$ cat src/rtl/icache_axi_refill_pkg.sv
// Shared constants and types for the icache AXI refill engine.
// Holds the line geometry, the AXI encodings and the refill FSM state encoding.
package icache_axi_refill_pkg;

    localparam int BlockNum = 8;
    localparam int WordW    = 32;

    localparam logic [1:0] AXI_BURST_INCR = 2'b01;
    localparam logic [2:0] AXI_SIZE_4B    = 3'b010;

    typedef logic [BlockNum*WordW-1:0] way_bus_t;

    typedef enum logic [1:0] {
        REFILL_IDLE = 2'd0,
        REFILL_AR   = 2'd1,
        REFILL_R    = 2'd2,
        REFILL_DONE = 2'd3
    } refill_state_e;

endpackage

$ cat src/rtl/icache_axi_refill.sv
// Instruction-cache refill engine: one AXI4 read burst per request,
// assembled into a full line and returned with a single-cycle rend_o pulse.
module icache_axi_refill
    import icache_axi_refill_pkg::*;
#(
    parameter logic [3:0] AXI_ID = 4'd0,
    parameter int         BEATS  = BlockNum
) (
    input  logic                  clk,
    input  logic                  rst_n,
    input  logic                  req_i,
    input  logic                  cached_i,
    input  logic [31:0]           addr_i,
    output logic                  rend_o,
    output logic [BEATS*32-1:0]   cacheline_rdata_o,
    output logic                  err_o,
    output logic                  busy_o,
    output logic [3:0]            arid_o,
    output logic [31:0]           araddr_o,
    output logic [7:0]            arlen_o,
    output logic [2:0]            arsize_o,
    output logic [1:0]            arburst_o,
    output logic                  arvalid_o,
    input  logic                  arready_i,
    input  logic [3:0]            rid_i,
    input  logic [31:0]           rdata_i,
    input  logic [1:0]            rresp_i,
    input  logic                  rlast_i,
    input  logic                  rvalid_i,
    output logic                  rready_o
);

    localparam int          CNT_W    = $clog2(BEATS);
    localparam logic [31:0] LINE_MSK = 32'(BEATS*4 - 1);

    refill_state_e    state, state_nxt;
    logic             cached_q;
    logic [CNT_W-1:0] cnt;
    logic [CNT_W-1:0] widx;
    logic [31:0]      line [BEATS];
    logic             accept;
    logic             beat;

    // Only one read ID is ever outstanding, so the returned ID carries no information.
    logic unused_rid;
    assign unused_rid = ^rid_i;

    assign accept = (state == REFILL_IDLE) && req_i;
    assign beat   = (state == REFILL_R) && rvalid_i;

    always_ff @(posedge clk) begin
        if (!rst_n) state <= REFILL_IDLE;
        else        state <= state_nxt;
    end

    always_comb begin
        state_nxt = state;
        case (state)
            REFILL_IDLE: if (req_i)                state_nxt = REFILL_AR;
            REFILL_AR:   if (arready_i)            state_nxt = REFILL_R;
            REFILL_R:    if (rvalid_i && rlast_i)  state_nxt = REFILL_DONE;
            REFILL_DONE:                           state_nxt = REFILL_IDLE;
            default:                               state_nxt = REFILL_IDLE;
        endcase
    end

    assign arvalid_o = (state == REFILL_AR);
    assign rready_o  = (state == REFILL_R);
    assign rend_o    = (state == REFILL_DONE);
    assign busy_o    = (state != REFILL_IDLE);
    assign arid_o    = AXI_ID;
    assign arsize_o  = AXI_SIZE_4B;
    assign arburst_o = AXI_BURST_INCR;

    // Address fields are loaded once on accept, so they stay stable through AR.
    always_ff @(posedge clk) begin
        if (!rst_n) begin
            cached_q <= 1'b0;
            cnt      <= '0;
            err_o    <= 1'b0;
            araddr_o <= '0;
            arlen_o  <= '0;
        end else if (accept) begin
            cached_q <= cached_i;
            cnt      <= '0;
            err_o    <= 1'b0;
            araddr_o <= cached_i ? (addr_i & ~LINE_MSK) : addr_i;
            arlen_o  <= cached_i ? 8'(BEATS - 1) : 8'd0;
        end else if (beat) begin
            if (rresp_i != 2'b00)
                err_o <= 1'b1;
            if (cached_q && (cnt != CNT_W'(BEATS - 1)))
                cnt <= cnt + 1'b1;
        end
    end

    // Uncached words land at their natural slot so downstream bank select is unchanged.
    assign widx = cached_q ? cnt : araddr_o[CNT_W+1:2];

    always_ff @(posedge clk) begin
        if (!rst_n || accept) begin
            for (int i = 0; i < BEATS; i++)
                line[i] <= '0;
        end else if (beat) begin
            line[widx] <= rdata_i;
        end
    end

    for (genvar g = 0; g < BEATS; g++) begin : g_flat
        assign cacheline_rdata_o[32*g +: 32] = line[g];
    end

endmodule

$ cat config.mk
export PLATFORM = sky130hd
export DESIGN_NAME = icache_axi_refill
export DESIGN_NICKNAME = d
export VERILOG_FILES = /design/src/rtl/icache_axi_refill_pkg.sv /design/src/rtl/icache_axi_refill.sv
export SDC_FILE = /design/constraint.sdc
export NUM_CORES = 1
export LEC_CHECK = 0
export CORE_MARGIN = 2
export CORE_UTILIZATION = 49
export CTS_BUF_LIST = sky130_fd_sc_hd__clkbuf_8 sky130_fd_sc_hd__clkbuf_16
export DETAILED_ROUTE_END_ITERATION = 7
export PLACE_DENSITY_LB_ADDON = 0.15
export SLEW_MARGIN = 10
export SYNTH_ARGS = -nofsm -noshare
export SYNTH_HDL_FRONTEND = slang
export SYNTH_SLANG_ARGS = --single-unit
export TNS_END_PERCENT = 30
$ cat constraint.sdc
create_clock -name clk -period 6.06 [get_ports clk]
set_input_delay 1.515 -clock clk [delete_from_list [all_inputs] [get_ports clk]]
set_output_delay 1.515 -clock clk [all_outputs]
set_load 0.005 [all_outputs]
==> reports/metrics.csv <==
metric;value;unit
ANT cells;0;
Worst-Skew Late Latency;0.55;ns
mapped cell area;11090;um2
antenna violations before repair;0;
post-synthesis adder-cell area fraction;0.6767;%
max frequency;0.2624;GHz
ratio of cells with drive above 1 in the final layout;6.667;%
CTS Hold Bufs;0;
shortest period the worst path allows;3.810;ns
final setup violation count;0;
DP Area;15000;um2
ranking of synthesized cells by area;edfxtp_1 69%, nor2_1 8.9%, dfxtp_1 7.0%;
TritonCTS clock tree;yes;
htree depth;1;
Slew HR;25.71;%
Worst Skew;0.01488;ns
Post-Synth Simple-Gate Area;14.59;%
Slew Limit Fails;0;
Final Cycle Share;62.88;%
Final Hold Vio Count;0;
Tightest Pin Transition;1.112;ns
Post-Layout Inst Area;16020;um2
Placer Congestion;0.8272;
post-cts resize count;0;
Worst-path clk slew;0.06;ns
flop and latch count out of synthesis;295;
r2r startpoint;arlen_o[1]$_SDFFE_PN0P_;
Row Count;55;
R2R cell count;4;
Total GRT Usage;26.09;%
Die Span X;154.5;um
via count;7743;
proportion of synthesized area in mux cells;0.4962;%
reg2reg setup slack;2.44;ns
DRT iter0 DRCs;533;
Hold EP;err_o$_SDFFE_PP0P_;
Post-synth EDFFs;256;
Die H;154.5;um
Yosys cell types;35;
commonest non-fill, non-tap cell in the layout;clkdlybuf4s50_1;
Avg Cell Area, Syn;13.24;um2
WL per Instance;21.00;um
complex-gate fraction of the synthesized area;3.778;%
status;completed;
largest net degree at the start of global routing;42;
Synth Area in XOR/XNOR;0.07894;%
Max rail drop VDD;0.2167;mV
cts bufs inserted;31;
hold path startpoint;err_o$_SDFFE_PP0P_;
I/O Buffers;368;
Async S/R FF share, synth;0;%
P per Cell Area;380.0;nW/um2
CORE AREA;22430;um2
max cap viols;0;
DRC errors left;0;
routed vias/inst;5.111;
Setup crit end kind;flip-flop;
final hold slack;0.4511;ns
startpoint types;input pin;
Worst EP arrival;4.04;ns
initial core utilization;49.45;%
FF-to-FF End;line[1][1]$_SDFFCE_PN0P_;
post-synth top area share;69.29;%
hold path cells;2;
Root Buffer;clkbuf_16;
Finished Core Util;71.42;%
number of filler cells placed in the layout;1580;
leading area contributor after synthesis;edfxtp_1;
RSZ-0062 raised after global routing;no;
Setup Fix Bufs, Post-CTS;0;
Mapped Cells;838;
remaining antenna violation count;0;
maximum fanout along the worst path;22;
Detailed Place HPWL;21.49;mm
Leak Pwr;5.886;nW
most frequent cells in the layout;368 x clkdlybuf4s50_1, 263 x nor2_1, 256 x edfxtp_1;
TNS Setup;0;ns
ys flop type;edfxtp_1;
CP Data Required Time;6.29;ns
Hold Crit Class;reg -> reg;
First-pass DRT Iterations;5;
Synth warnings;0;
number of global-route vias before repair;7823;
Remaining Overflow, GRT;0;
clk sinks;295;
Nets;1288;
Setup CP Type;in -> reg;
die area;23860;um2
Max Buffers Root-to-Sink;3;
I/O pins;387;
Post-Route WL;31.82;mm
area grow syn2layout;44.41;%
register area share after synthesis;76.33;%
first-pass GRT wire length;47.13;mm
largest family of logic cells by synthesized area;simple AND/OR/NAND/NOR gates;
cell usage after synthesis (all sizes together), types with 2 or more instances:
library cell	count
a21boi	34
and3b	3
buf	54
clkbuf	8
conb	2
dfxtp	39
edfxtp	256
ha	6
inv	5
mux2i	4
nand2	130
nand3	2
nand3b	5
nor2	263
nor3b	3
o2111ai	4
o21ai	8
power by group:
group	leakage (nW)	internal [W]	switching, W	total (W)
clock	0.530	0.00111	0.000767	0.00187
combinational	2.26	0.000744	0.000678	0.00142
sequential	3.10	0.00266	0.000138	0.00279
total	5.89	0.00451	0.00158	0.00609
through the flow:
step           cells  total power [W]  setup slack, ns
6_report        1515         0.006089            2.250
5_1_grt         1515         0.006324            2.097
4_1_cts         1515         0.006141            2.235
3_5_place_dp    1457         0.004276            1.653
3_3_place_gp    1457         0.004250            1.722
2_1_floorplan    850         0.003241            1.410
sequential cells by signal (all words and copies together) (netlist names):
signal	flops
line	256
arlen_o	1
err_o	1
araddr_o	32
cnt	3
state	2
worst max path at each step:
stage,from,end,slack (ns),cells past startpoint
floorplan,rvalid_i,line[0][0]$_SDFFCE_PN0P_,1.41,3
global placement,rvalid_i,line[1][7]$_SDFFCE_PN0P_,1.72,4
detailed placement,rvalid_i,line[2][15]$_SDFFCE_PN0P_,1.65,4
CTS,rvalid_i,line[2][16]$_SDFFCE_PN0P_,2.24,4
global route,rvalid_i,line[1][1]$_SDFFCE_PN0P_,2.10,4
finish,rvalid_i,line[1][1]$_SDFFCE_PN0P_,2.25,4
area by class of cell:
cell class	instances	area [um2]	share of cell area [%]
sequential	295	8468	52.85
timing repair buffer	384	3804	23.74
inverter	5	18.77	0.1171
multi-input combinational	488	2351	14.67
tap	285	356.6	2.226
clock buffer	35	830.8	5.185
clock inverter	23	192.7	1.203
kinds of logic after synthesis:
family	after synthesis
AO/OA/AOI/OAI	51
XOR/XNOR	1
adder cells (fa/ha/maj)	6
buffers and inverters	67
flip-flops	295
multiplexers	5
other	2
AND/OR/NAND/NOR	411
worst max-delay path, stage by stage:
cell	delay (ns)
clkdlybuf4s50_1	0.84
nand3_1	0.45
o21ai_4	0.86
buf_4	0.36
routing by layer:
layer | part of all wire (%) | global-route usage [%] | up-vias
li1 | - | - | 3558
met1 | 37 | 31.56 | 3737
met2 | 50 | 45.24 | 393
met3 | 9.4 | 7.761 | 55
met4 | 3.0 | 8.157 | 0
met5 | 0 | 0 | -
(Power assumes the default switching activity.)
